File: config.mk
export PLATFORM = sky130hd
export DESIGN_NAME = muldiv_sequencer
export DESIGN_NICKNAME = d
export VERILOG_FILES = /design/src/rtl/muldiv_pkg.sv /design/src/rtl/muldiv_datapath.sv /design/src/rtl/muldiv_sequencer.sv
export SDC_FILE = /design/constraint.sdc
export NUM_CORES = 1
export LEC_CHECK = 0
export CAP_MARGIN = 30
export CORE_MARGIN = 4
export CORE_UTILIZATION = 60
export CTS_CLUSTER_DIAMETER = 200
export CTS_CLUSTER_SIZE = 16
export DETAILED_ROUTE_END_ITERATION = 8
export DONT_BUFFER_PORTS = 1
export PLACE_DENSITY = 0.79
export SYNTH_ARGS = -nofsm -noshare
export SYNTH_HDL_FRONTEND = slang
export SYNTH_HIERARCHICAL = 1
export SYNTH_SLANG_ARGS = --single-unit
File: constraint.sdc
create_clock -name CLK -period 3.5 [get_ports CLK]
set_clock_uncertainty 0.05 [all_clocks]
set_input_delay 0.7 -clock CLK [delete_from_list [all_inputs] [get_ports CLK]]
set_output_delay 0.7 -clock CLK [all_outputs]
set_load 0.1 [all_outputs]
File: src/rtl/muldiv_pkg.sv
// -----------------------------------------------------------------------------
// muldiv_pkg
// Shared definitions for the RV32M multiply/divide unit: the eight operation
// codes as seen on SELECT ({func3, func7[0], func7[5]}), the sequencer state
// encoding and small decode helpers. The ALU decode imports the same package
// so both sides agree on the encodings.
// -----------------------------------------------------------------------------
package muldiv_pkg;

  localparam int XLEN       = 32;
  localparam int CNT_W      = 6;
  localparam int ITERATIONS = 32;

  // Every M-extension code has func7 = 0000001, so the low two bits are
  // always 2'b10; the upper three bits are func3.
  typedef enum logic [4:0] {
    OP_MUL    = 5'b00010,
    OP_MULH   = 5'b00110,
    OP_MULHSU = 5'b01010,
    OP_MULHU  = 5'b01110,
    OP_DIV    = 5'b10010,
    OP_DIVU   = 5'b10110,
    OP_REM    = 5'b11010,
    OP_REMU   = 5'b11110
  } op_e;

  typedef enum logic [1:0] {
    ST_IDLE = 2'd0,
    ST_CALC = 2'd1,
    ST_FIX  = 2'd2,
    ST_DONE = 2'd3
  } state_e;

  // True for any of the eight M-extension codes.
  function automatic logic op_valid(input logic [4:0] sel);
    return sel[1:0] == 2'b10;
  endfunction

  // Division family: func3[2] set.
  function automatic logic op_is_div(input logic [4:0] sel);
    return sel[4];
  endfunction

  // REM/REMU return the remainder rather than the quotient.
  function automatic logic op_is_rem(input logic [4:0] sel);
    return sel[4] && sel[3];
  endfunction

  // rs1 treated as signed: MULH, MULHSU, DIV, REM.
  function automatic logic op_signed_a(input logic [4:0] sel);
    return (sel == OP_MULH) || (sel == OP_MULHSU) ||
           (sel == OP_DIV)  || (sel == OP_REM);
  endfunction

  // rs2 treated as signed: MULH, DIV, REM.
  function automatic logic op_signed_b(input logic [4:0] sel);
    return (sel == OP_MULH) || (sel == OP_DIV) || (sel == OP_REM);
  endfunction

endpackage

File: src/rtl/muldiv_datapath.sv
// -----------------------------------------------------------------------------
// muldiv_datapath
// 64-bit accumulator with one shift-add (multiply) or one restoring
// subtract (divide) step per cycle, plus the combinational sign fix-up and
// result selection used in the FIX state.
//
// Ports
//   clk, rst_n   clock, asynchronous active-low reset
//   load         latch operand magnitudes (start of an operation)
//   load_div     operation being loaded is a divide
//   a_mag, b_mag operand magnitudes (rs1, rs2)
//   step         perform one iteration
//   op           latched operation code (selects step kind and result)
//   neg_prod     negate the 64-bit product
//   neg_quot     negate the quotient
//   neg_rem      negate the remainder
//   div_zero     divisor was zero (quotient forced to all ones)
//   fix_result   sign-corrected, selected 32-bit result
// -----------------------------------------------------------------------------
module muldiv_datapath
  import muldiv_pkg::*;
(
  input  logic            clk,
  input  logic            rst_n,
  input  logic            load,
  input  logic            load_div,
  input  logic [XLEN-1:0] a_mag,
  input  logic [XLEN-1:0] b_mag,
  input  logic            step,
  input  logic [4:0]      op,
  input  logic            neg_prod,
  input  logic            neg_quot,
  input  logic            neg_rem,
  input  logic            div_zero,
  output logic [XLEN-1:0] fix_result
);

  // Multiply: acc = {partial product, multiplier}, opnd = multiplicand.
  // Divide:   acc = {remainder, dividend -> quotient}, opnd = divisor.
  logic [2*XLEN-1:0] acc_q;
  logic [XLEN-1:0]   opnd_q;
  logic [2*XLEN-1:0] acc_next;
  logic [XLEN:0]     mul_sum;
  logic [XLEN+1:0]   div_diff;
  logic [2*XLEN-1:0] product;
  logic [XLEN-1:0]   quotient;
  logic [XLEN-1:0]   remainder;

  // NOTE: every signal driven here gets a default first, so no path through
  // the block leaves it unassigned and no latch is inferred.
  always_comb begin
    acc_next = acc_q;
    mul_sum  = '0;
    div_diff = '0;
    if (op_is_div(op)) begin
      // Shift in the next dividend bit, then try subtracting the divisor.
      div_diff = {1'b0, acc_q[2*XLEN-1:XLEN-1]} - {2'b00, opnd_q};
      if (!div_diff[XLEN+1])
        acc_next = {div_diff[XLEN-1:0], acc_q[XLEN-2:0], 1'b1};
      else
        acc_next = {acc_q[2*XLEN-2:0], 1'b0};
    end else begin
      // Add the multiplicand if the current multiplier bit is set, then
      // shift the whole accumulator right, carry included.
      mul_sum  = {1'b0, acc_q[2*XLEN-1:XLEN]} +
                 {1'b0, (acc_q[0] ? opnd_q : '0)};
      acc_next = {mul_sum, acc_q[XLEN-1:1]};
    end
  end

  // NOTE: sequential state uses non-blocking assignments so every register
  // samples the pre-edge values regardless of statement order.
  always_ff @(posedge clk or negedge rst_n) begin
    if (!rst_n) begin
      acc_q  <= '0;
      opnd_q <= '0;
    end else if (load) begin
      acc_q  <= {{XLEN{1'b0}}, (load_div ? a_mag : b_mag)};
      opnd_q <= load_div ? b_mag : a_mag;
    end else if (step) begin
      acc_q  <= acc_next;
    end
  end

  always_comb begin
    product    = neg_prod ? -acc_q : acc_q;
    quotient   = neg_quot ? -acc_q[XLEN-1:0] : acc_q[XLEN-1:0];
    remainder  = neg_rem  ? -acc_q[2*XLEN-1:XLEN] : acc_q[2*XLEN-1:XLEN];
    fix_result = '0;
    case (op)
      OP_MUL:                       fix_result = product[XLEN-1:0];
      OP_MULH, OP_MULHSU, OP_MULHU: fix_result = product[2*XLEN-1:XLEN];
      // A zero divisor leaves an all-ones magnitude; with a negative
      // dividend the sign fix would turn it into 1, so force it here.
      OP_DIV, OP_DIVU:              fix_result = div_zero ? '1 : quotient;
      OP_REM, OP_REMU:              fix_result = remainder;
      default:                      fix_result = '0;
    endcase
  end

endmodule

File: src/rtl/muldiv_sequencer.sv
// -----------------------------------------------------------------------------
// muldiv_sequencer
// Iterative RV32M multiply/divide unit. Accepts an operation in IDLE or
// DONE_S, iterates 32 cycles in CALC, corrects signs in FIX and presents the
// registered result with a one-cycle DONE pulse. Divide-by-zero and signed
// overflow can optionally complete in one cycle (BYPASS_SPECIAL).
//
// Ports
//   CLK     clock, rising edge
//   RESETN  asynchronous active-low reset
//   START   request to begin an operation
//   SELECT  operation code {func3, func7[0], func7[5]}
//   DATA1   rs1 (multiplicand / dividend)
//   DATA2   rs2 (multiplier / divisor)
//   FLUSH   abort any operation in progress
//   BUSY    high in CALC and FIX
//   DONE    high for the one cycle spent in DONE_S
//   RESULT  registered result
// -----------------------------------------------------------------------------
module muldiv_sequencer
  import muldiv_pkg::*;
#(
  parameter bit BYPASS_SPECIAL = 1'b1
) (
  input  logic            CLK,
  input  logic            RESETN,
  input  logic            START,
  input  logic [4:0]      SELECT,
  input  logic [XLEN-1:0] DATA1,
  input  logic [XLEN-1:0] DATA2,
  input  logic            FLUSH,
  output logic            BUSY,
  output logic            DONE,
  output logic [XLEN-1:0] RESULT
);

  localparam logic [CNT_W-1:0] LAST_ITER = CNT_W'(ITERATIONS - 1);
  localparam logic [XLEN-1:0]  INT_MIN   = {1'b1, {(XLEN-1){1'b0}}};

  state_e          state_q, state_d;
  logic [CNT_W-1:0] cnt_q;
  logic [4:0]      op_q;
  logic            neg_prod_q, neg_quot_q, neg_rem_q, div_zero_q;
  logic [XLEN-1:0] result_q;

  logic            accept, bypass;
  logic            sign_a, sign_b;
  logic            div_zero, div_ovf;
  logic [XLEN-1:0] a_mag, b_mag;
  logic [XLEN-1:0] bypass_result;
  logic [XLEN-1:0] fix_result;

  // Operand decode at acceptance time.
  always_comb begin
    accept = START && op_valid(SELECT) && !FLUSH &&
             (state_q == ST_IDLE || state_q == ST_DONE);
    sign_a = op_signed_a(SELECT) && DATA1[XLEN-1];
    sign_b = op_signed_b(SELECT) && DATA2[XLEN-1];
    a_mag  = sign_a ? -DATA1 : DATA1;
    b_mag  = sign_b ? -DATA2 : DATA2;

    div_zero = op_is_div(SELECT) && (DATA2 == '0);
    div_ovf  = op_is_div(SELECT) && op_signed_b(SELECT) &&
               (DATA1 == INT_MIN) && (DATA2 == '1);
    bypass   = BYPASS_SPECIAL && (div_zero || div_ovf);

    if (div_zero)
      bypass_result = op_is_rem(SELECT) ? DATA1 : '1;
    else
      bypass_result = op_is_rem(SELECT) ? '0 : INT_MIN;
  end

  // Next-state logic; FLUSH overrides everything, including a new START.
  always_comb begin
    state_d = state_q;
    case (state_q)
      ST_IDLE: if (accept) state_d = bypass ? ST_DONE : ST_CALC;
      ST_CALC: if (cnt_q == LAST_ITER) state_d = ST_FIX;
      ST_FIX:  state_d = ST_DONE;
      ST_DONE: begin
        if (accept) state_d = bypass ? ST_DONE : ST_CALC;
        else        state_d = ST_IDLE;
      end
      default: state_d = ST_IDLE;
    endcase
    if (FLUSH) state_d = ST_IDLE;
  end

  always_ff @(posedge CLK or negedge RESETN) begin
    if (!RESETN) begin
      state_q    <= ST_IDLE;
      cnt_q      <= '0;
      op_q       <= '0;
      neg_prod_q <= 1'b0;
      neg_quot_q <= 1'b0;
      neg_rem_q  <= 1'b0;
      div_zero_q <= 1'b0;
      result_q   <= '0;
    end else begin
      state_q <= state_d;

      if (accept) begin
        cnt_q      <= '0;
        op_q       <= SELECT;
        neg_prod_q <= !op_is_div(SELECT) && (sign_a ^ sign_b);
        neg_quot_q <= op_is_div(SELECT) && (sign_a ^ sign_b);
        neg_rem_q  <= op_is_div(SELECT) && sign_a;
        div_zero_q <= div_zero;
      end else if (state_q == ST_CALC) begin
        cnt_q <= cnt_q + 1'b1;
      end

      if (accept && bypass)
        result_q <= bypass_result;
      else if (state_q == ST_FIX && !FLUSH)
        result_q <= fix_result;
    end
  end

  muldiv_datapath u_datapath (
    .clk        (CLK),
    .rst_n      (RESETN),
    .load       (accept),
    .load_div   (op_is_div(SELECT)),
    .a_mag      (a_mag),
    .b_mag      (b_mag),
    .step       (state_q == ST_CALC),
    .op         (op_q),
    .neg_prod   (neg_prod_q),
    .neg_quot   (neg_quot_q),
    .neg_rem    (neg_rem_q),
    .div_zero   (div_zero_q),
    .fix_result (fix_result)
  );

  assign BUSY   = (state_q == ST_CALC) || (state_q == ST_FIX);
  assign DONE   = (state_q == ST_DONE);
  assign RESULT = result_q;

endmodule
==> results.toml <==
[setup_path]
cp.arrival_ps = 3830
cp-end-kind = "flop"
cp.buffers_inverters = 2
crit_family = "simple AND/OR/NAND/NOR gates"
crit_path_start_kind = "flop"
crit_type = "reg2reg"
max_stage_delay_ps = 430
crit_fanout = 3
slowest_stage = "or4_4"
path_cells = "nor4_4 > nand3_1 > buf_6 > or3_4 > or2_4 > or3_4 > or4_4 > buf_4 > nand2_2 > xnor2_1 > a221o_1 > mux2i_1 > o21ai_1 > o31a_1"
critPathMostFrequentCell = "or3_4"
cp.required_ps = 3780

[pwr]
p_int_mw = 9.67
power_mw = 20.8
p_leak_nw = 7.97
pwr-share-seq_pct = 21.5
p_sw_share_pct = 53.5
vdd_drop_max_mv = 0.629
combPwrFrac_pct = 67.7
power.clock.fraction_pct = 10.8
cellPowerDensity_nw_per_um2 = 1130
p_switching_mw = 11.1

[timing]
fin_crit_sh_pct = 102
layout_setup_ws_ps = -52.7
timing.fmax_ghz = 0.281
setup_viol = 2
fin_crit_ps = 3550
worst_hold_slack_ps = -113
max_slew_margin_pct = 31.8
hold_viol = 145
tightest_slew_ps = 1020
grt_setup_unrepaired = "yes"
slew_viol_final = 0

[floorplanning]
die_h_um = 172
die_w_um = 172
io_pins = 107
start_util_pct = 61.6
dieArea_um2 = 29700
rows = 59
coreArea_um2 = 26400

[place]
place_congestion = 1.01
pre_cts_slack_ps = -122
portBuffers = 0
dp_hpwl_um = 44900

[synth]
yosysUniqueCellTypes = 86
syn_area_um2 = 16200
synth_fp_nets = 2281
synthCells = 2132
synthFlopType = "dfrtp_1"
seq_area_frac_synth_pct = 22.4
yosys_register_bits = 145
ys_warn_count = 6
async_flop_share_pct = 100
synth_edf_count = 0
syn_avg_cell_area_um2 = 7.61

[final_layout]
n_antenna_cell = 0
fillCellCount = 2180
drive_gt1_share_pct = 13.6
area_delta_synth_final_pct = 13.0
post-route-util_pct = 69.6
fin_nets = 2305

[grt]
grt_pass1_vias = 16000
grt_max_degree = 146
track_usage_pct = 39.1
antenna_found_initial = 0
grt_pass1_wl_um = 90600
grt_overflow = 0

[clocking]
clk_pin_slew_ps = 70
cts_made_buffers = 17
cts_tree = "done"
cts.htree.levels = 4
clk_path_buf_depth = 2
cts.sinks = 145
cts-root-buf = "clkbuf_16"
clk_latency_ps = 450

[route]
dr.pass1.iters = 5
finalWirelength_um = 60000
wire_per_inst_um = 24.0
viasPerCell = 6.90
drc = 0
antenna_left = 0
num_vias = 17300
drtIter0Drc = 2529

[min_path]
hp-class = "in2async"

[status]
violations = "negative hold slack, negative setup slack"
status = "finished, violations left"

[job]
maxCapViolations = 0
[routing by layer]
layer	vias up	part of all wire (%)	GRT usage, %
met2	1088	44	58.9
met1	8207	39	52.2
li1	7766	-	-
met5	-	0	0
met3	221	12	10.7
met4	0	5.4	18.5
[cells in the mapped netlist (31+ instances only)]
cell | instances | area [µm²]
inv_1 | 67 | 251
xnor2_1 | 117 | 1020
nor3_1 | 39 | 195
a21oi_1 | 216 | 1080
or3_1 | 34 | 213
nand3_1 | 33 | 165
xor2_1 | 95 | 832
clkbuf_1 | 127 | 477
o31a_1 | 32 | 280
o21ai_0 | 174 | 871
ha_1 | 74 | 926
a21o_1 | 40 | 300
nand2_1 | 158 | 593
o31ai_1 | 31 | 233
nor2_1 | 228 | 856
mux2i_1 | 136 | 1360
dfrtp_1 | 145 | 3630
[final cells by class]
type                            instances  area, µm²  share of cell area, %
Timing Repair Buffer                  165       1360                   7.42
Inverter                               68        258                   1.41
Clock buffer                           17        425                   2.32
Multi-Input combinational cell       1759      12000                   65.3
Sequential cell                       145       3630                   19.8
Tap cell                              335        419                   2.29
Clock inverter                         15        275                   1.50
[cells in the final DEF (no fill, tap or decap), drive strengths merged, types with 9 or more instances in the layout]
cell type and count:
or3 37, or2 10, nor4 20, xnor2 117, o21a 13, o41ai 9
o31a 32, a31oi 18, mux2i 136, o22ai 10, nand2b 23, nand2 160
o31ai 32, nand4 23, nor3 42, nand3 33, ha 74, and3 17
and2 12, inv 72, o21ai 180, buf 165, a211oi 19, nor2 228
a22oi 12, nor2b 9, or4 15, clkbuf 17, a21o 40, a21oi 216
dfrtp 145, xor2 95, o21bai 9, o211ai 30
[sequential cells by signal, summed over array words and instances, names as in the netlist, 2 cells and up]
register           flops
u_datapath/opnd_q     32
u_datapath/acc_q      64
RESULT                32
state_q                2
op_q                   5
cnt_q                  6
[power by group through the flow]
| stage | clock [mW] | sequential [mW] | combinational, mW |
|---|---|---|---|
| 2_1_floorplan | 0 | 4.24 | 9.43 |
| 3_3_place_gp | 0 | 4.55 | 12.7 |
| 3_5_place_dp | 0 | 4.46 | 13.3 |
| 4_1_cts | 2.26 | 4.44 | 13.4 |
| 5_1_grt | 2.34 | 4.54 | 15.2 |
| 6_report | 2.25 | 4.47 | 14.1 |
[stage by stage]
step / instances / instance area, µm² / setup TNS [ps] / hold slack (ps)
after floorplan: 2132 / 16200 / 0 / 354
after global placement: 2457 / 17200 / -14.4 / 358
after detailed placement: 2463 / 17300 / -578 / 358
after CTS: 2496 / 18100 / -17.2 / -116
after global routing: 2504 / 18300 / -996 / -129
final: 2504 / 18300 / -81.7 / -113
[final timing paths]
check,to,depth (start not counted),slack (ps),from
hold reg to reg,op_q[1],1,420,op_q[1]
min in group CLK,state_q[0],1,280,FLUSH
hold / removal,u_datapath/acc_q[25],0,-110,RESETN
setup reg to reg,RESULT[15],14,-50,u_datapath/acc_q[6]
max in group asynchronous,u_datapath/acc_q[0],0,3260,RESETN
setup / recovery,RESULT[15],14,-50,u_datapath/acc_q[6]
[logic make-up (layout without fill, tap and decap cells)]
kind of cell	after synthesis	in the layout	synth area share (%)
DFF	145	145	22.4
buffers and inverters	228	265	5.48
xor gates and xnor gates	212	212	11.4
and+or+nand+nor	650	650	19.8
muxes	142	142	8.80
adders and majority gates	76	76	5.95
AOI/OAI and AO/OA	679	679	26.2
[worst register-to-register path: stages (launching register included)]
cell and delay, ps:
dfrtp_1 410, nor4_4 320, nand3_1 150, buf_6 160, or3_4 330, or2_4 270, or3_4 370, or4_4 430
buf_4 160, nand2_2 50, xnor2_1 60, a221o_1 320, mux2i_1 140, o21ai_1 100, o31a_1 110
[what timing repair did]
item | in CTS | in global routing
endpoints found under the setup margin | 10 | 52
cloned | 0 | 0
buffers inserted | 1 | 8
gates resized for setup | 9 | 62
endpoints found under the hold margin | 145 | 145
pin swaps | 2 | 17
No activity file was read; power rests on OpenSTA's default activity.
==> patch 1, RTL diff (same settings) <==
The parameter `BYPASS_SPECIAL` goes from 1'b1 to 1'b0.
--- a/src/rtl/muldiv_sequencer.sv
+++ b/src/rtl/muldiv_sequencer.sv
@@ -20,7 +20,7 @@
 module muldiv_sequencer
   import muldiv_pkg::*;
 #(
-  parameter bit BYPASS_SPECIAL = 1'b1
+  parameter bit BYPASS_SPECIAL = 1'b0
 ) (
   input  logic            CLK,
   input  logic            RESETN,
Behaviour: not the same (a bounded check fails within 4 cycles, from zero or initial values and one cycle with RESETN low).
==> patch 1 against the original RTL <==
  * The flow finishes with violations (hold timing)
  * Routed wire length is 11% lower
  * Sequential power decreased by 6.0%
  * Via count shrank 7.1%
  * Setup slack improved by 0.17 ns
  * Global-route usage decreased by 3.1 points
  * Area after synthesis down 3.1%
  * Combinational power decreased by 14%
  * Final area fell by 5.6%
  * Sequential cell count is the same
  * Total power down 12%
  * Critical path depth fell by 3
  * Die area decreased by 2.9%
  * Utilization shrank 2.8 points
  * Critical path type unchanged
==> patch 1: results (changes against the original RTL) <==
- Port bufs: 0 (unchanged)
- CP max FO: 8 (+5)
- Final Hold Fails: 110 (-24%)
- Sequential share of the synthesized area: 23.06% (+0.71 points)
- Yosys cell types: 85 (-1.2%)
- Status: finished, violations left
- Worst vdd ir: 0.6329 mV (+0.58%)
- Violated checks: hold timing
- Synth top cells by count: 212 x nor2_1, 198 x a21oi_1, 155 x nand2_1, 151 x o21ai_0, 145 x dfrtp_1
- First-pass GRT wire length: 82830 microns (-8.6%)
- Vias in the first global route: 15180 (-5.3%)
- Worst-Margin Slew: 1.129 ns (+0.1058 ns)
- CTS clk-pin slew, worst paths: 0.08 ns
- Clk Latency, worst-skew pair: 0.44 ns
- Wire per inst: 22.66 microns (-5.5%)
- Share of cells above drive strength 1: 13.34% (-0.22 points)
- Top post-synthesis cells by area: dfrtp_1 23%, xnor2_1 7.7%, mux2i_1 6.6%
- DRT iter0 DRCs: 1910 (-24%)
- H-tree Lvls: 4 (unchanged)
- Met2 Use GR: 53.91% (-5.0 points)
- Fill count: 2185 (+0.23%)
- Hold WC Path Type: input port to asynchronous set/reset pin
- Layout Nets: 2168 (-5.9%)
- Largest net degree at the start of global routing: 154 (+5.5%)
- CTS Buf Count: 17 (unchanged)
- Primary FF master, synth: dfrtp_1
- GPL Wtd Cong: 1.025 (+1.0%)
- Drt pass-1 iters: 7 (+2)
- Ys async rst share: 100.0% (unchanged)
- Leakage power: 7.316 nW (-8.2%)
- Clock buffer depth: 2 (unchanged)
- GR Util met3: 8.362% (-2.3 points)
- Gr usage total: 35.99% (-3.1 points)
- GR met1 Demand/Resource: 48.98% (-3.2 points)
- Vias post-DR: 16050 (-7.1%)
- EDFF count, synth: 0 (unchanged)
- Root Buffer: clkbuf_16
- Warnings, synthesis: 6 (unchanged)
- Register name with the most flops: u_datapath/acc_q
- Initial antenna violation count: 1 (+1)
- Max reg flops: 64 (unchanged)
- N_diodes: 0 (unchanged)
- Worst hold margin: -0.08726 ns (+0.02540 ns)
- CP arrival: 3.65 ns (-0.18 ns)
- Final HPWL DP: 40090 microns (-11%)
## patch 1: cell count changes in the layout (fill, tap and decap cells not counted), sizes merged, moves of 7 or more
| cell | unedited run | this run |
|---|---|---|
| nor2 | 228 | 212 |
| mux2i | 136 | 103 |
| o31ai | 32 | 41 |
| o31a | 32 | 3 |
| a21oi | 216 | 198 |
| xor2 | 95 | 74 |
| xnor2 | 117 | 138 |
| bufinv | 7 | 0 |
| buf | 165 | 127 |
| o41ai | 9 | 16 |
| mux2 | 6 | 38 |
| o21ai | 180 | 156 |
## patch 1: kinds of logic (layout without fill, tap and decap cells)
group                    Yosys count  after routing  share of synthesized area (%)
buffers and inverters            211            223                          5.240
flip-flops                       145            145                          23.06
AND/OR/NAND/NOR                  617            617                          19.71
AO/OA/AOI/OAI                    618            618                          24.78
XOR/XNOR                         212            212                          11.80
adder cells (fa/ha/maj)           76             76                          6.139
multiplexers                     141            141                          9.272
## patch 1: area by class of cell
type / instances / area share (%)
Timing Repair Buffer: 127 / 5.748
Clock inverter: 15 / 1.070
Clock buffer: 17 / 2.458
Inverter: 64 / 1.403
Sequential cell: 145 / 20.98
Multi-Input combinational cell: 1664 / 65.92
Tap cell: 335 / 2.422
## patch 1: final timing paths
path | start | to | slack [ns] | cells after the start
min in group CLK | FLUSH | state_q[1] | 0.26 | 1
hold reg to reg | op_q[1] | op_q[1] | 0.43 | 1
setup reg to reg | u_datapath/acc_q[32] | RESULT[27] | 0.12 | 11
setup / recovery | u_datapath/acc_q[32] | RESULT[27] | 0.12 | 11
hold / removal | RESETN | RESULT[26] | -0.09 | 0
max in group asynchronous | RESETN | op_q[4] | 3.05 | 0
## patch 1: critical path: stages, from the launching register on
cell and delay, ns:
dfrtp_1 0.40, buf_4 0.18, or3_1 0.35, nand4bb_1 0.30, or4b_1 0.61, buf_4 0.21, nor3_2 0.23, nand2_1 0.09
o21ai_0 0.22, xor2_1 0.19, o221ai_1 0.13, mux2_2 0.30
## patch 1: metal layers
layer	share of wire, %	up-vias
met1	40	7567
met3	11	193
li1	-	7310
met5	0	-
met4	5.8	0
met2	43	983
## patch 1: through the flow
stage	cell area [sq um]	std cells	TNS, ns	setup WS, ns	hold slack, ns
floorplan	15730	2020	0	0.1826	0.3544
global placement	16570	2332	0	0.05582	0.3608
detailed placement	16570	2332	0	0.04720	0.3595
CTS	17180	2364	0	0.01808	-0.1075
global route	17310	2367	-0.04460	-0.04180	-0.1144
finish	17310	2367	0	0.1218	-0.08726
## patch 1: power breakdown
group | switching [W] | internal, W | leakage, nW
combinational | 0.00723 | 0.00491 | 5.28
clock | 0.000933 | 0.000970 | 0.293
sequential | 0.00183 | 0.00237 | 1.74
## patch 1: timing repair
action                     in CTS  in global routing
hold endpoints to repair      145                145
setup buffers                   0                  2
resized for setup               0                 24
setup endpoints to repair       0                 31
==> patch 2, RTL diff (config.mk and constraints unchanged) <==
Without the edit above. Reset style: synchronous (`RESETN` and `rst_n`), changed in 2 clocked blocks. Comments in the files are not updated.
--- a/src/rtl/muldiv_datapath.sv
+++ b/src/rtl/muldiv_datapath.sv
@@ -70,7 +70,7 @@
 
   // NOTE: sequential state uses non-blocking assignments so every register
   // samples the pre-edge values regardless of statement order.
-  always_ff @(posedge clk or negedge rst_n) begin
+  always_ff @(posedge clk) begin
     if (!rst_n) begin
       acc_q  <= '0;
       opnd_q <= '0;
--- a/src/rtl/muldiv_sequencer.sv
+++ b/src/rtl/muldiv_sequencer.sv
@@ -86,7 +86,7 @@
     if (FLUSH) state_d = ST_IDLE;
   end
 
-  always_ff @(posedge CLK or negedge RESETN) begin
+  always_ff @(posedge CLK) begin
     if (!RESETN) begin
       state_q    <= ST_IDLE;
       cnt_q      <= '0;
Function: differs if RESETN is asserted again (counterexample within 4 cycles, from zero or initial values and one cycle with RESETN low); with RESETN held inactive, the same outputs for 10 cycles.
==> patch 2 against the original RTL <==
  * Non-clock buffer count fell by 1
  * Sequential cell count is the same
  * Global-route usage rose by 1.6 points
  * Setup slack improved by 0.13 ns
  * Sequential share of layout area decreased by 3.9 points
  * Utilization down 1.4 points
  * Area after synthesis increased by 0.76%
  * Final area about the same
  * Routed wire length grew 6.8%
Power is left out: it rests on default switching activity, and per cell area and clock period it moved more than threefold.
==> patch 2: results (changes against the original RTL) <==
- Sequential share of the synthesized area: 17.75% (-4.6 points)
- CP max FO: 6 (+3)
- Top post-synthesis cells by area: dfxtp_1 18%, xnor2_1 8.0%, mux2i_1 7.1%
- Vias in the first global route: 16720 (+4.3%)
- GPL Wtd Cong: 1.021 (+0.67%)
- Gr usage total: 40.74% (+1.6 points)
- GR met1 Demand/Resource: 51.81% (-0.34 points)
- Multi-input combinational area share: 69.19% (+3.9 points)
- Buffering overhead: 7.718% (+0.30 points)
- Met2 Use GR: 63.53% (+4.6 points)
- Count of non-CTS buffers in the layout: 164 (-0.61%)
- Full die area: 29960 sq um (+0.73%)
- First-pass GRT wire length: 97520 microns (+7.6%)
- Largest net degree at the start of global routing: 133 (-8.9%)
- Multi-input gates: 1842 (+4.7%)
- Yosys cell types: 82 (-4.7%)
- Worst-Margin Slew: 1.037 ns (+0.01347 ns)
- Synth top cells by count: 225 x nand2_1, 199 x o21ai_0, 170 x a21oi_1, 162 x nor2_1, 151 x clkbuf_1
- Worst path max stage delay: 0.56 ns (+0.13 ns)
- DRT iter0 DRCs: 2649 (+4.7%)
- R2R Path End: RESULT[16]
- Final clock-cell share: 3.360% (-0.46 points)
- Status: completed
- Worst r2r path cells: 11 (-3)
- Primary FF master, synth: dfxtp_1
- Final HPWL DP: 48950 microns (+9.0%)
- Layout Nets: 2393 (+3.8%)
- Placed Area: 17510 sq um (+1.1%)
- Worst r2r src: u_datapath/acc_q[8]
- GR Util met3: 8.045% (-2.6 points)
- Fill count: 2294 (+5.2%)
- Hold WC Path Type: input port to flip-flop
- Share of cells above drive strength 1: 12.54% (-1.0 points)
- CP arrival: 3.70 ns (-0.13 ns)
-- patch 2: kinds of logic (layout without fill, tap and decap cells) --
logic type,count (synthesis),count (layout),synth area share (%)
compound gates,730,730,29.25
fa+ha+maj,76,76,5.906
mux,151,151,9.510
simple gates,657,657,19.59
xor+xnor,228,228,12.21
buf+inv,248,270,5.791
flops,145,145,17.75
-- patch 2: how the worst max path moves through the flow --
| stage | from | slack, ns | to | cells past startpoint |
|---|---|---|---|---|
| final | u_datapath/acc_q[8] | 0.08 | RESULT[16] | 11 |
| after global routing | u_datapath/acc_q[8] | -0.04 | RESULT[30] | 12 |
| after CTS | u_datapath/acc_q[16] | 0.05 | RESULT[21] | 11 |
| after detailed placement | u_datapath/acc_q[39] | -0.06 | RESULT[24] | 11 |
| after global placement | u_datapath/acc_q[39] | -0.14 | RESULT[24] | 11 |
| after floorplan | u_datapath/acc_q[16] | 0.12 | RESULT[30] | 13 |
-- patch 2: repair_timing --
item	in CTS	in global routing
endpoints found under the setup margin	3	43
gates resized for setup	4	31
pin swaps	0	6
setup buffers	0	1
-- patch 2: through the flow --
step | std cells | setup WS (ns)
finish | 2598 | 0.07953
global route | 2598 | -0.04368
CTS | 2594 | 0.05409
detailed placement | 2562 | -0.05760
global placement | 2554 | -0.1379
floorplan | 2235 | 0.1199
-- patch 2: layer usage --
layer | routed length (microns) | share of wire [%]
met1 | 24940 | 39
met2 | 27780 | 43
met3 | 6587 | 10
met4 | 4832 | 7.5
met5 | 0 | 0
-- patch 2: worst max-delay path: cells and delay by family, from the launching register on --
| family | cells | cell delay [ns] |
|---|---|---|
| AND/OR/NAND/NOR | 5 | 1.88 |
| AO/OA/AOI/OAI | 4 | 0.55 |
| flip-flops | 1 | 0.33 |
| multiplexers | 1 | 0.29 |
| XOR/XNOR | 1 | 0.20 |
